<file path="config.mk">
export PLATFORM = sky130hd
export DESIGN_NAME = instr_sequencer_flat
export DESIGN_NICKNAME = d
export VERILOG_FILES = /design/src/rtl/instr_sequencer_pkg.sv /design/src/rtl/instr_sequencer_if.sv /design/src/rtl/instr_sequencer.sv /design/src/flat_wrapper.sv
export SDC_FILE = /design/constraint.sdc
export NUM_CORES = 1
export LEC_CHECK = 0
export ABC_AREA = 1
export BUFFER_PORTS_ARGS = -buffer_cell sky130_fd_sc_hd__buf_4
export CAP_MARGIN = 20
export CORE_MARGIN = 3
export CORE_UTILIZATION = 57
export CTS_CLUSTER_DIAMETER = 120
export DETAILED_ROUTE_END_ITERATION = 8
export PLACE_DENSITY = 0.87
export SLEW_MARGIN = 40
export SYNTH_ARGS = -nofsm -noshare
export SYNTH_HDL_FRONTEND = slang
export SYNTH_SLANG_ARGS = --single-unit
</file>
<file path="constraint.sdc">
create_clock -name clk -period 2.8 [get_ports clk]
set_clock_uncertainty 0.1 [all_clocks]
set_input_delay 0.42 -clock clk [delete_from_list [all_inputs] [get_ports clk]]
set_output_delay 0.42 -clock clk [all_outputs]
set_load 0.1 [all_outputs]
</file>
<file path="src/rtl/instr_sequencer_pkg.sv">
// Shared CPU definitions: opcode constants, sequencer state encoding and the
// ALU/load opcode predicate.
package cpu_pkg;

    localparam logic [2:0] OP_HLT = 3'd0;
    localparam logic [2:0] OP_SKZ = 3'd1;
    localparam logic [2:0] OP_ADD = 3'd2;
    localparam logic [2:0] OP_AND = 3'd3;
    localparam logic [2:0] OP_XOR = 3'd4;
    localparam logic [2:0] OP_LDA = 3'd5;
    localparam logic [2:0] OP_STO = 3'd6;
    localparam logic [2:0] OP_JMP = 3'd7;

    typedef enum logic [3:0] {
        ST_IDLE,
        ST_S0,
        ST_S1,
        ST_S2,
        ST_S3,
        ST_S4,
        ST_S5,
        ST_S6,
        ST_S7,
        ST_HALTED
    } seq_state_t;

    // Opcodes that read a memory operand and load the accumulator.
    function automatic logic is_alu_ld(input logic [2:0] op);
        return (op == OP_ADD) || (op == OP_AND) || (op == OP_XOR) || (op == OP_LDA);
    endfunction

endpackage

</file>
<file path="src/rtl/instr_sequencer_if.sv">
// Sequencer <-> datapath signal bundle; master is the sequencer side.
interface instr_sequencer_if #(
    parameter int unsigned CNT_W = 16
);
    logic             fetch;
    logic [2:0]       opcode;
    logic             zero;
    logic             load_ir;
    logic             inc_pc;
    logic             load_pc;
    logic             load_acc;
    logic             rd;
    logic             wr;
    logic             datactl_ena;
    logic             halt;
    logic             instr_done;
    logic [CNT_W-1:0] instr_cnt;

    modport master (
        input  fetch, opcode, zero,
        output load_ir, inc_pc, load_pc, load_acc, rd, wr, datactl_ena,
               halt, instr_done, instr_cnt
    );

    modport slave (
        output fetch, opcode, zero,
        input  load_ir, inc_pc, load_pc, load_acc, rd, wr, datactl_ena,
               halt, instr_done, instr_cnt
    );
endinterface

</file>
<file path="src/rtl/instr_sequencer.sv">
// Eight-step instruction-cycle controller: state register, combinational strobe
// decode, sticky halt and saturating retired-instruction counter.
module instr_sequencer
    import cpu_pkg::*;
#(
    parameter int unsigned CNT_W = 16
) (
    input  logic             clk,
    input  logic             reset,
    instr_sequencer_if.master bus
);

    seq_state_t       state;
    logic             halt_q;
    logic [CNT_W-1:0] cnt_q;

    always_ff @(posedge clk or posedge reset) begin
        if (reset) begin
            state  <= ST_IDLE;
            halt_q <= 1'b0;
            cnt_q  <= '0;
        end else begin
            case (state)
                ST_IDLE: if (bus.fetch) state <= ST_S0;
                ST_S0:   state <= ST_S1;
                ST_S1:   state <= ST_S2;
                ST_S2:   state <= ST_S3;
                ST_S3: begin
                    if (bus.opcode == OP_HLT) begin
                        state  <= ST_HALTED;
                        halt_q <= 1'b1;
                        if (cnt_q != '1) cnt_q <= cnt_q + CNT_W'(1);
                    end else begin
                        state <= ST_S4;
                    end
                end
                ST_S4:   state <= ST_S5;
                ST_S5:   state <= ST_S6;
                ST_S6:   state <= ST_S7;
                ST_S7: begin
                    state <= ST_S0;
                    if (cnt_q != '1) cnt_q <= cnt_q + CNT_W'(1);
                end
                ST_HALTED: state <= ST_HALTED;
                default:   state <= ST_IDLE;
            endcase
        end
    end

    // Strobes decode the current state; opcode/zero only matter from S4 onward.
    always_comb begin
        bus.load_ir     = 1'b0;
        bus.inc_pc      = 1'b0;
        bus.load_pc     = 1'b0;
        bus.load_acc    = 1'b0;
        bus.rd          = 1'b0;
        bus.wr          = 1'b0;
        bus.datactl_ena = 1'b0;
        bus.instr_done  = 1'b0;
        case (state)
            ST_S0, ST_S1: begin
                bus.rd      = 1'b1;
                bus.load_ir = 1'b1;
                bus.inc_pc  = 1'b1;
            end
            ST_S4: begin
                if (is_alu_ld(bus.opcode))    bus.rd          = 1'b1;
                else if (bus.opcode == OP_STO) bus.datactl_ena = 1'b1;
                else if (bus.opcode == OP_JMP) bus.load_pc     = 1'b1;
            end
            ST_S5: begin
                if (is_alu_ld(bus.opcode)) begin
                    bus.rd       = 1'b1;
                    bus.load_acc = 1'b1;
                end else if (bus.opcode == OP_STO) begin
                    bus.datactl_ena = 1'b1;
                    bus.wr          = 1'b1;
                end else if (bus.opcode == OP_JMP) begin
                    bus.load_pc = 1'b1;
                end else if (bus.opcode == OP_SKZ && bus.zero) begin
                    bus.inc_pc = 1'b1;
                end
            end
            ST_S6: begin
                if (is_alu_ld(bus.opcode))    bus.rd          = 1'b1;
                else if (bus.opcode == OP_STO) bus.datactl_ena = 1'b1;
            end
            ST_S7: begin
                bus.instr_done = 1'b1;
                if (bus.opcode == OP_SKZ && bus.zero) bus.inc_pc = 1'b1;
            end
            default: ;
        endcase
    end

    assign bus.halt      = halt_q;
    assign bus.instr_cnt = cnt_q;

    a_rd_wr_excl: assert property (@(posedge clk) disable iff (reset) !(bus.rd && bus.wr));
    a_wr_drives:  assert property (@(posedge clk) disable iff (reset) bus.wr |-> bus.datactl_ena);

endmodule

</file>
<file path="src/flat_wrapper.sv">
// flat-port wrapper written by rule: the top's interface ports become plain ports
module instr_sequencer_flat import cpu_pkg::*;
#(
    parameter int unsigned CNT_W = 16
)
  (clk, reset, bus_fetch, bus_opcode, bus_zero, bus_load_ir, bus_inc_pc, bus_load_pc, bus_load_acc, bus_rd, bus_wr, bus_datactl_ena, bus_halt, bus_instr_done, bus_instr_cnt);
  instr_sequencer_if #(.CNT_W(CNT_W)) bus_i ();
  input  logic clk;
  input  logic reset;
  input wire logic [$bits(bus_i.fetch)-1:0] bus_fetch;
  input wire logic [$bits(bus_i.opcode)-1:0] bus_opcode;
  input wire logic [$bits(bus_i.zero)-1:0] bus_zero;
  output wire logic [$bits(bus_i.load_ir)-1:0] bus_load_ir;
  output wire logic [$bits(bus_i.inc_pc)-1:0] bus_inc_pc;
  output wire logic [$bits(bus_i.load_pc)-1:0] bus_load_pc;
  output wire logic [$bits(bus_i.load_acc)-1:0] bus_load_acc;
  output wire logic [$bits(bus_i.rd)-1:0] bus_rd;
  output wire logic [$bits(bus_i.wr)-1:0] bus_wr;
  output wire logic [$bits(bus_i.datactl_ena)-1:0] bus_datactl_ena;
  output wire logic [$bits(bus_i.halt)-1:0] bus_halt;
  output wire logic [$bits(bus_i.instr_done)-1:0] bus_instr_done;
  output wire logic [$bits(bus_i.instr_cnt)-1:0] bus_instr_cnt;
  assign bus_i.fetch = bus_fetch;
  assign bus_i.opcode = bus_opcode;
  assign bus_i.zero = bus_zero;
  assign bus_load_ir = bus_i.load_ir;
  assign bus_inc_pc = bus_i.inc_pc;
  assign bus_load_pc = bus_i.load_pc;
  assign bus_load_acc = bus_i.load_acc;
  assign bus_rd = bus_i.rd;
  assign bus_wr = bus_i.wr;
  assign bus_datactl_ena = bus_i.datactl_ena;
  assign bus_halt = bus_i.halt;
  assign bus_instr_done = bus_i.instr_done;
  assign bus_instr_cnt = bus_i.instr_cnt;
  instr_sequencer #(.CNT_W(CNT_W)) u_core (.clk(clk), .reset(reset), .bus(bus_i));
endmodule
</file>
======== After elaboration in Yosys (flattened, before gate mapping) ========
Cells that the tools add are included.
W data, S select, Z words.
storage, ports and cells
  register bits ........................... 21
  bits in latches ......................... 0
  memory bits (writable) .................. 0
  bits in read-only memories .............. 0
  input bits .............................. 7
  output and inout bits ................... 25
  logic and storage cells ................. 59
  memories kept ........................... 0
cells by class
  add/subtract/negate cells ............... 1
  multipliers ............................. 0
  divide/modulo/power cells ............... 0
  order comparisons ....................... 0
  eq/ne operators ......................... 19
  shifts and indexed selects .............. 0
  muxes and demuxes ....................... 24
  bitwise operators ....................... 0
  reductions and logical operators ........ 12
operator list
  operator                 count
  $pmux W4 S10             1
  $mux W16                 2
  $pmux W16 S2             1
  $add A16 B1 Y16 const B  1
  $eq A4 B3 Y1 const B     4
  $mux W1                  16
  $ne A16 B16 Y1 const B   1
  $eq A3 B3 Y1 const B     4
  $eq A4 B2 Y1 const B     2
  $eq A4 B4 Y1 const B     2
  $mux W4                  2
  $eq A3 B2 Y1 const B     2
  $eq A4 B1 Y1 const B     1
  $logic_not A4 Y1         1
  $reduce_and A2 Y1        2
  $reduce_or A2 Y1         2
  $eq A3 B1 Y1 const B     1
  $logic_not A3 Y1         1
  $logic_or A1 B1 Y1       3
  $pmux W1 S3              1
  $reduce_or A3 Y1         1
  $ne A2 B1 Y1 const B     1
  $ne A2 B2 Y1 const B     1
  $pmux W1 S2              1
  2 further kinds          2

======== Logic depth before layout (Yosys ltp) ========
Gate-level depths: netlist of the first run.
  depth in word-level cells ............... 7
  gate-level depth with buffers ........... 10
  gate-level depth less buffers ........... 9

======== Worst setup path after synthesis of the first run ========
Ideal clock, no wire load.
  kind .................................... reg-to-output
  start point ............................. register u_core.state[0]
  end point ............................... output bus_inc_pc
  data arrival time ....................... 3.713 ns
  data required time ...................... 2.280 ns
  slack ................................... -1.433 ns
  cell stages (with the launch flop) ...... 6
  path buffers ............................ 0
  cells stage by stage .................... dfrtp_1 > nor2_1 > inv_2 > nor2_2 > nor2_1 > o21ai_0
on the way
  longest elaborated chain between the ends .. 3
  elaborated cells on any way between the ends .. 6
  those cells by class .................... eq/ne (4); mux (1); reduce/logical (1)
ends and longest elaborated chain
  what                                                 line                   text
  start: declaration                                   instr_sequencer.sv:13  seq_state_t state;
  start signal: assignment                             instr_sequencer.sv:19  state <= ST_IDLE;
  start signal: assignment                             instr_sequencer.sv:24  ST_IDLE: if (bus.fetch) state <= ST_S0;
  start signal: assignment                             instr_sequencer.sv:25  ST_S0: state <= ST_S1;
  $eq A4 B1 Y1 / $eq A4 B2 Y1 (equally long branches)  instr_sequencer.sv:60  case (state)
  $reduce_or A2 Y1                                     instr_sequencer.sv:60
  $pmux W1 S3 (*)                                      instr_sequencer.sv:60
  end: declaration                                     flat_wrapper.sv:14     output wire logic [$bits(bus_i.inc_pc)-1:0] bus_inc_pc;
Every way passes the cells marked *; elsewhere a longest branch is shown, timed or not.

======== Worst setup path after layout of the first run ========
  start point ............................. register u_core.state[1]
  end point ............................... output bus_inc_pc
Same word-level chain as after synthesis.

==> run summary, run 1 <==
The internal power summed over all cells is 0.000604 W. The root buffer cell chosen for the clock tree is clkbuf_4. The total net switching power came out at 0.000895 W.

The horizontal extent of the die came out at 55.7 microns. The die height came out at 55.7 microns. The count of boundary I/O pins is 32. Net switching is 59.7% of the power. After routing the design area is 1710 sq um. Setup slack closes at 0.548 ns. The first global-routing pass estimated 5340 microns of wire. The most frequent standard cell in the layout excluding fill and tap cells is nand2_1. The power per cell area is 878 nW/um^2. The number of slew-limit violations in the final report came out at 0.

The part of the power in combinational logic came out at 62.1%. The dominant register cell in the synthesized netlist is dfrtp_1. The CTS tree is yes. In the layout the commonest cells are nand2_1 (88), buf_4 (31), nor2_1 (22).

The buffer levels on the longest clock path is 2. The placement-stage worst setup slack came out at 0.894 ns. The clock power share is 10.2%. The fraction of layout instances using a drive strength above 1 came out at 24.7%.

When the netlist entered floorplanning its net count stood at 214. Data on the critical path arrives at its endpoint at 1.73 ns. The flop and latch count out of synthesis came out at 21. Summed over all cells, the static leakage comes to 0.904 nW. For this run, asynchronously set or reset flops after synthesis account for 100%.

The clock drives 21 sinks. The initial utilization of the core area, before any placement, comes to 62.0%. The mean instance size in the synthesized netlist came out at 6.85 sq um. The total number of nets in the final design is 248. The endpoint identified for the worst register-to-register timing path is u_core.bus.instr_cnt[6]. The global placement routability congestion is 0.867.

The critical path ends at bus_inc_pc. The final number of setup-violating endpoints is 0. The setup total negative slack came out at 0 ns. The total number of placement rows is 17. In the finished design, the share of the clock period the worst path needs comes to 80.4%. The worst setup path is captured at an output port.

Setup repair after global routing left no endpoint under its margin. The max-capacitance violation count is 0. At the later pin of the worst-skew pair, clock insertion delay measures 0.32 ns. After synthesis the cells add up to 1410 sq um.

The worst setup path is of the flip-flop to output port kind. Fill cells in the final layout number 171. The post-detailed-route wirelength per cell is 11.4 microns. For the finished layout, the period the worst path requires is 2.25 ns. The count of antenna diodes in the layout is 0. The worst slew margin relative to its limit is 70.1%. The detail route stage leaves a number of antenna-violating nets equal to 0. The post-CTS clock slew at the launch and capture registers of the worst setup and hold paths is 0.13 ns. The number of setup buffers added after CTS is 0. The Yosys step of the flow raised 0 warnings.

The leftover overflow at the end of global routing is 0. The final reports fail on hold timing. The hold slack came out at -0.00795 ns.

The first-pass iteration count of the detailed router is 4. The via count of the first global-routing pass is 1,232. In this run the standard cell core region covers 2280 sq um.

The class of the tightest hold or removal check is input pin to asynchronous set/reset pin. Across the VDD grid, the largest voltage drop is 1.38 mV. The overall track demand over capacity in global routing is 20.9%. The placed wire-length estimate is 2270 microns.

The initial DRC count came out at 42. The initial antenna violation count is 0. The distinct cell type count of the synthesized netlist came out at 24. For the pin with the worst max-slew slack, the measured transition is 0.448 ns. The final core area utilization came out at 75.0%. The critical path startpoint category is a flip-flop. The post-cts resize count is 0. The total number of vias is 1,320. The deepest level of the CTS H-tree is 1. The portion of the post-synthesis area used by sequential elements is 37.3%.

The TritonCTS buffer count is 3. The total die area came out at 3110 sq um. Tracing the worst setup path back leads to its startpoint at u_core.state[1].

Timing would allow up to 444 MHz. The flow ran to the end, but the final reports show violations. The number of buffers inserted by port buffering is 31. Yosys mapped a number of flops with a built-in enable equal to 0. The total placed instance area came out at 1680 sq um. The hold violation count in the final report was 10. Entering global routing, the biggest net connects 22 pins.

The average via count per standard cell is 4.94. In the synthesized netlist, the number of instances is 206. Compared with the post-synthesis result, the final layout area differs by 21.0%. For the worst setup path, the data required time is 2.28 ns. After detailed routing, the total wire length is 3040 microns. The highest fanout seen on the critical path came out at 3. Measured in cells, the most critical reg-to-reg path has a length of 9. The register-to-register path setup slack is 1.03 ns. The sequential power share is 27.7%. The remaining design rule violation count came out at 0. The count of hold buffers inserted by post-cts repair is 0. The startpoint identified for the worst register-to-register timing path is u_core.bus.instr_cnt[0].
## state kept, by name, summed over array words and instances, names as in the netlist
signal and cells:
u_core.bus.halt 1, u_core.bus.instr_cnt 16, u_core.state 4
## area by class of cell
type | count | area [sq um] | share of cell area, %
repair buffers | 31 | 233 | 13.6
well taps | 28 | 35.0 | 2.05
flip-flops and latches | 21 | 526 | 30.8
multi-input cells | 158 | 793 | 46.5
inverters | 25 | 93.8 | 5.50
clock buffers | 4 | 26.3 | 1.54
## logic make-up (layout without fill, tap and decap cells)
kind of cell	count (synthesis)	count (layout)	share of synthesized area [%]
AO/OA/AOI/OAI	9	9	3.82
XOR/XNOR	8	8	4.97
adder cells (fa/ha/maj)	1	1	0.887
buffers and inverters	27	60	8.25
flip-flops	21	21	37.3
AND/OR/NAND/NOR	140	140	44.8
## synth_stat cells, types with 2 or more instances
library cell | number | area share [%]
inv_2 | 5 | 1.3
xor2_1 | 3 | 1.9
nor2_2 | 5 | 2.2
inv_1 | 20 | 5.3
nand2_4 | 3 | 2.4
xnor2_1 | 5 | 3.1
nand4_1 | 5 | 2.2
nand2_1 | 88 | 23
or2_2 | 2 | 0.89
nor2_1 | 23 | 6.1
o21ai_0 | 5 | 1.8
nor2_4 | 3 | 2.4
buf_6 | 2 | 1.6
nand3_1 | 7 | 2.5
dfrtp_1 | 21 | 37
## power by group through the flow
stage          clock network (W)  registers [W]  logic [W]
6_report                0.000153       0.000415   0.000930
5_1_grt                 0.000169       0.000427   0.000982
4_1_cts                 0.000154       0.000412   0.000933
3_5_place_dp                   0       0.000419   0.000930
3_3_place_gp                   0       0.000417   0.000921
2_1_floorplan                  0       0.000605   0.000575
## metrics by stage
| step | std cells | hold slack, ns | total power [W] |
|---|---|---|---|
| global placement | 263 | 0.356 | 0.00134 |
| finish | 267 | -0.00795 | 0.00150 |
| global route | 267 | 0.0191 | 0.00158 |
| CTS | 267 | 0.172 | 0.00150 |
| floorplan | 206 | 0.297 | 0.00118 |
| detailed placement | 263 | 0.355 | 0.00135 |
## layer usage
metal	GRT usage, %	share of wire, %	vias up
met1	27.0	48	581
li1	-	-	699
met5	0	0	-
met4	6.60	0.76	0
met2	35.1	46	38
met3	4.18	5.7	2
## worst min path at each step
stage	startpoint	to	slack, ns	depth (start not counted)
6_report	reset	u_core.bus.instr_cnt[2]	-0.008	2
2_1_floorplan	reset	u_core.bus.halt	0.30	1
3_5_place_dp	u_core.bus.halt	u_core.bus.halt	0.36	1
3_3_place_gp	u_core.bus.halt	u_core.bus.halt	0.36	1
5_1_grt	reset	u_core.bus.instr_cnt[2]	0.02	2
4_1_cts	reset	u_core.bus.instr_cnt[2]	0.17	2
## critical path, cell delays in order, from the launching register on
cell and delay, ns:
dfrtp_1 0.39, inv_1 0.07, or2_2 0.28, nand2_1 0.09, inv_1 0.06, nor2_2 0.09, inv_1 0.08, o21ai_2 0.06
buf_4 0.30
(Power assumes the default switching activity.)
==> run 2: changes to the inputs <==
Settings changed: CORE_UTILIZATION 57 to 53, PLACE_DENSITY 0.87 to 0.82.
Clock period 2.8 ns to 2.2 ns, I/O delays scaled along.
==> run 2 against run 1 <==
The flow now finishes without violations; cell count is 1.5% higher; sequential power is 28% higher; setup slack worse by 0.44 ns; power is 36% higher; critical path depth is 2 lower; register-to-register slack worse by 0.57 ns; flip-flop and latch count stayed put; via count is 2.5% higher; clock-buffer cell count is 1 lower; hold slack better by 0.23 ns; global-route usage is 1.2 points lower; utilization is 3.3 points lower; critical path type unchanged; critical endpoint unchanged; highest routed layer unchanged.
==> run summary, run 2 (synthesis results as in run 1) <==
The flow ran to the end, and the final reports show no timing, DRC or antenna violations. Routability-driven placement finished with a final weighted congestion of 0.811. The total core area came out at 2500 sq um. The number of slew-limit violations in the final report was 0. Setup repair after global routing left no endpoint under its margin. The final core area utilization came out at 71.7%. After clock tree synthesis, the setup repair step added 0 buffers. The slew at the pin closest to its max-slew limit came out at 0.570 ns. At the worst endpoint, the arrival time is 1.66 ns. The count of antenna diodes in the layout came out at 0.

The required time reported for the critical path endpoint came out at 1.77 ns. The delay of the slowest cell on the worst path came out at 0.44 ns. The HPWL after detailed placement is 2350 microns. The critical path in this run is classified as flip-flop to output port. The starting density of the core is 56.4%. The initial antenna violation count was 0. Summing all non-filler instances in the final layout gives an area of 1790 sq um. The fraction of layout instances using a drive strength above 1 came out at 28.2%. The power per cell area is 1140 nW/um^2. After filler insertion, the fill cell instance count of the layout stands at 210.

The via count of the first global-routing pass came to 1,187. The upper clock frequency limit is 478 MHz. Along the worst path, the maximum fanout reaches 5. The tree built by TritonCTS fans out to 21 sinks. The wire length after detailed routing came out at 3080 microns. The average via count per standard cell is 4.99. During placement, the flow inserted port buffers numbering 31. The final antenna-violating net count is 0. The worst hold path belongs to the class input pin to flip-flop. In this run the tightest slew margin relative to its limit is 61.9%. The leftover overflow at the end of global routing is 0. In this run the clock root is driven by a clkbuf_4. The flip-flop count of the largest register after layout came out at 16.

The element type at the critical path end is an output port. For the worst-skew pair, the clock arrives at the later sink with an insertion delay of 0.32 ns. After detailed routing, the number of remaining DRC violations is 0. The final number of setup-violating endpoints came out at 0. The synthesis-to-finish area growth came out at 27.2%. The critical path goes through nor2_1 > inv_2 > nor2_4 > nor2_1 > o21ai_2 > buf_8. The maximum number of pins on one net before global-route repair is 17. The sum of internal, switching and leakage power is 0.00204 W.

CTS built an H-tree with a depth of 1. The worst vdd rail ir drop is 0.952 mV. In the final design database the tool counted 250 nets.

The hold violation count in the final report came out at 0. TritonCTS created 3 clock buffers. The fraction of the cycle the final worst path needs came out at 95.1%.

The first-pass GRT wire length is 5000 microns. The total number of vias came out at 1,353. The most frequent standard cell in the layout excluding fill and tap cells is nand2_1. The buffer levels on the longest clock path came out at 2. The post-CTS clock slew at the launch and capture registers of the worst setup and hold paths came out at 0.13 ns.

The final critical delay including setup and external delays is 2.09 ns. The initial DRC count came out at 45. From left edge to right edge, the die measures 57.6 microns.

The first-pass iteration count of the detailed router is 4. The slowest stage of the critical path belongs to the cell dfrtp_1. TritonCTS built the clock tree. The post-detailed-route wirelength per cell came out at 11.4 microns. The top cell types in the final layout, fill and taps aside, are nand2_1 (86), buf_4 (27), inv_1 (19), nor2_1 (19), dfrtp_1 (19). In this design, the critical path's most frequently occurring cell is nor2_1.

STA classifies the critical path startpoint as a flip-flop. The die height came out at 57.6 microns. The hold slack came out at 0.220 ns. Global routing used 19.8% of the available tracks across all layers.

Summed over all cells, the static leakage comes to 0.918 nW. The total placed instance area came out at 1730 sq um. The floorplan has 18 rows. Across the run, the number of max-cap violations was 0.

The die covers 3320 sq um. The count of boundary I/O pins came out at 32.
==> run 2: metrics by stage <==
stage / worst slack, ns / setup TNS [ns] / std cells
global route: 0.00704 / 0 / 271
finish: 0.109 / 0 / 271
global placement: 0.450 / 0 / 266
CTS: 0.0545 / 0 / 271
detailed placement: 0.417 / 0 / 266
floorplan: -0.351 / -0.400 / 206
==> run 2: where the power goes <==
part | leakage [nW] | switching (W) | internal [W]
Clock | 0.0139 | 0.000129 | 0.0000696
Combinational | 0.623 | 0.000994 | 0.000310
Sequential | 0.281 | 0.0000754 | 0.000458
==> run 2: final cells by class <==
| cell class | count | area [sq um] | share of cell area (%) |
|---|---|---|---|
| clock inverters | 1 | 7.51 | 0.419 |
| well taps | 30 | 37.5 | 2.09 |
| repair buffers | 33 | 273 | 15.2 |
| clock buffers | 3 | 22.5 | 1.26 |
| inverters | 25 | 93.8 | 5.23 |
| flip-flops and latches | 21 | 528 | 29.4 |
| multi-input cells | 158 | 831 | 46.3 |
==> run 2: worst paths after layout <==
| kind | startpoint | endpoint | slack [ns] | cells after the start |
|---|---|---|---|---|
| max in group asynchronous | reset | u_core.bus.instr_cnt[14] | 0.97 | 4 |
| max | u_core.state[0] | bus_inc_pc | 0.11 | 6 |
| max reg2reg | u_core.bus.instr_cnt[0] | u_core.bus.instr_cnt[4] | 0.46 | 8 |
| min | bus_fetch | u_core.state[0] | 0.22 | 3 |
| min reg2reg | u_core.bus.halt | u_core.bus.halt | 0.41 | 1 |
| min in group asynchronous | reset | u_core.bus.instr_cnt[2] | 0.51 | 3 |
==> run 2: per-layer routing <==
layer	wire (microns)	track usage, %	vias up
li1	-	-	697
met4	51	9.60	0
met3	149	4.52	4
met2	1550	33.2	28
met1	1340	23.6	624
met5	0	0	-
==> run 2: worst max-delay path, delay by kind of cell (launching register included) <==
kind	cells	cell delay [ns]
AOI/OAI and AO/OA	1	0.15
buffers and inverters	2	0.32
DFF	1	0.44
and+or+nand+nor	3	0.43
==> run 2: what timing repair did <==
item,CTS,global route
hold endpoints to repair,14,0
hold buffers,1,0
gates resized for setup,0,7
endpoints found under the setup margin,0,5
==> run 3: changes to the inputs <==
Settings changed: CELL_PAD_IN_SITES_DETAIL_PLACEMENT from default to 0, CELL_PAD_IN_SITES_GLOBAL_PLACEMENT from default to 1, CORE_UTILIZATION 53 to 37, MAX_ROUTING_LAYER from default to met4, PLACE_DENSITY 0.82 to 0.81.
==> run 3 against run 2 <==
The run now ends with hold timing left; sequential share of layout area fell by 0.14 points; die area rose by 38%; via count down 3.2%; utilization is 20 points lower; design area up 0.49%; critical path depth rose by 2; routed wire length is 5.3% higher; sequential power hardly changed; critical path type unchanged.
==> run summary, run 3 (synthesis results as in run 1) <==
The critical path startpoint category is a flip-flop. The wire length after detailed routing came out at 3250 microns. The deepest level of the CTS H-tree is 1. In the routed design, unresolved DRC markers number 0. The total area inside the core boundary comes to 3490 sq um. The final critical delay including setup and external delays is 2.07 ns.

At the worst endpoint, the arrival time is 1.64 ns. The internal power summed over all cells came out at 0.000858 W. The clock passes through at most 2 buffers. The maximum number of pins on one net before global-route repair is 17.

The hold violation count in the final report came out at 12. The wire length on met3 is 161 microns. Dividing the detail-routed wire length by the instance count gives 11.3 microns. The highest fanout seen on the critical path is 3. For this run the aggregate overflow at the end of global routing stands at 0. The filler-free cell count of the finished design is 287. Once detailed placement completed, the half-perimeter wirelength came to 2590 microns. The count of boundary I/O pins came out at 32.

The total number of nets in the final design came out at 250. The setup total negative slack is 0 ns. The first detailed-routing pass took 4 iterations. In this run the horizontal extent of the chip is 67.7 microns. Summed over all nets, the switching power comes to 0.00119 W. In this run, post-CTS hold repair placed 0 buffers. The total number of vias came out at 1,310.

The initial antenna violation count was 0. The number of sinks on the clock net came out at 21. The synthesis-to-finish area growth came out at 27.8%. The cell that appears most often on the critical path is inv_1. Setup violations remaining at the end of the flow were counted as 0.

The post-CTS clock slew at the launch and capture registers of the worst setup and hold paths is 0.09 ns. By startpoint and endpoint, the worst setup path is classified as flip-flop to output port. Using the TritonRoute via totals, the vias-per-cell ratio works out to 4.56.

The wire length on met1 is 1510 microns. In this run the worst setup path terminates at bus_inc_pc. For this design, the slowest cell found on the critical path is dfrtp_1.

The most critical setup path has its startpoint at u_core.state[1]. The count of antenna diodes in the layout is 0. Setup repair after global routing left no endpoint under its margin. Measured against its own limit, the worst slew margin works out to 66.3%. In this run the top signal layer used is met4.

The flip-flop count of the largest register after layout is 16. Leaving out fill and tap cells, the most frequent cell in the layout is nand2_1. The CTS tree is yes. At the pin with the least slew margin, the transition time is 0.505 ns. In this run the power density over the cells is 1140 nW/um^2. At the later pin of the worst-skew pair, clock insertion delay measures 0.27 ns. The required time reported for the critical path endpoint is 1.77 ns.

The TritonCTS buffer count is 3. The initial DRC count is 70. The startpoint of the lowest-slack register-to-register path is u_core.bus.instr_cnt[0]. The fraction of the cycle the final worst path needs is 94.1%. The static leakage is 0.921 nW. The logic depth of the worst register-to-register path is 8.

The sum of buffers and inverters on the critical path is 4. The final antenna-violating net count came out at 0. Grouping stages by cell kind, the critical path spends the most delay in buffers and inverters. The part of the power in combinational logic is 61.1%. The die height is 67.7 microns. The upper clock frequency limit came out at 483 MHz. Global routing consumed, over all layers together, 16.3% of the routing resources. The endpoint of the worst register-to-register path is u_core.bus.instr_cnt[11].

The via count of the first global-routing pass came to 1,186. The number of buffers inserted to repair setup after CTS came out at 0. Clock tree synthesis selected as its root buffer the cell clkbuf_8. The first global-routing pass estimated 5460 microns of wire.

The element type at the critical path end is an output port. The checks that failed: hold timing. In this run, post-CTS repair resized a total of 0 instances. The sum of internal, switching and leakage power is 0.00205 W.

Walking the worst path, the cells encountered are inv_1 > or2_4 > nand2_2 > inv_1 > nor2_4 > inv_2 > o21ai_2 > buf_4. The class of the tightest hold or removal check is input pin to asynchronous set/reset pin. The total instance count after detailed placement is 283. The met2 routed wirelength is 1550 microns.

The number of cells on the critical path is 8. The total number of placement rows is 21. The sequential power share is 25.8%. The run finished, with violations left.

The delay of the slowest cell on the worst path is 0.37 ns. The hold slack came out at -0.0185 ns. The setup check on the worst reg-to-reg path leaves a slack of 0.47 ns. The floorplan step defined a die boundary enclosing 4590 sq um. In the layout the commonest cells are nand2_1 (86), buf_4 (33), inv_1 (19), nor2_1 (19), dfrtp_1 (19). The congestion estimate from routability-driven global placement came to 0.951. The fraction of layout instances using a drive strength above 1 is 28.6%. For this configuration, the core starts out at a cell density of 40.4%.

The share of total power dissipated in the clock network is 13.1%. The number of slew-limit violations in the final report is 0. Across the run, the number of max-cap violations was 0. The worst vdd rail ir drop came out at 0.685 mV. The switching part of the total is 58.2%. Buffers placed on the I/O ports in this run total 31.
[run 3: cell types whose count changed in the layout (fill, tap and decap cells not counted), sizes merged]
cell,previous run,this run
dlygate4sd3,1,0
buf,32,33
[run 3: area by class of cell]
class,count,area (sq um)
fill,378,1690
multi-input combinational,158,826
sequential,21,528
timing repair buffer,33,248
inverter,25,93.8
tap,46,57.6
clock buffer,3,41.3
clock inverter,1,7.51
[run 3: worst register-to-register path, cell delays in order, from the launching register on]
cell and delay [ns]:
dfrtp_2 0.46, ha_1 0.29, inv_2 0.10, nor2_4 0.06, nand2_4 0.10, nor2_8 0.05
nor2_4 0.33, nand2_1 0.10, nand2_1 0.08
[run 3: routing by layer]
metal  vias up  GRT usage [%]
met5         -              -
met4         0           4.30
met3         2           3.66
met2        30           25.9
met1       575           20.9
li1        703              -
[run 3: how the worst min path moves through the flow]
stage	start	endpoint	slack [ns]	cells past startpoint
5_1_grt	reset	u_core.bus.instr_cnt[3]	0.03	2
3_5_place_dp	reset	u_core.bus.instr_cnt[2]	0.31	2
3_3_place_gp	reset	u_core.bus.instr_cnt[4]	0.30	2
2_1_floorplan	reset	u_core.bus.halt	0.21	1
6_report	reset	u_core.bus.instr_cnt[4]	-0.02	2
4_1_cts	reset	u_core.bus.instr_cnt[2]	0.01	2
[run 3: power by group through the flow]
stage / Combinational [W] / Sequential [W] / Clock [W]
3_3_place_gp: 0.00127 / 0.000536 / 0
2_1_floorplan: 0.000797 / 0.000775 / 0
3_5_place_dp: 0.00126 / 0.000536 / 0
4_1_cts: 0.00126 / 0.000529 / 0.000278
5_1_grt: 0.00133 / 0.000543 / 0.000296
6_report: 0.00125 / 0.000530 / 0.000268
[run 3: per-stage QoR]
| step | hold slack (ns) | setup WS [ns] | instance area, sq um | utilization, % |
|---|---|---|---|---|
| 5_1_grt | 0.0332 | 0.0215 | 1800 | 51.6 |
| 3_5_place_dp | 0.309 | 0.436 | 1750 | 50.2 |
| 6_report | -0.0185 | 0.129 | 1800 | 51.6 |
| 2_1_floorplan | 0.206 | -0.351 | 1470 | - |
| 3_3_place_gp | 0.297 | 0.438 | 1750 | 50.2 |
| 4_1_cts | 0.0107 | 0.123 | 1800 | 51.6 |
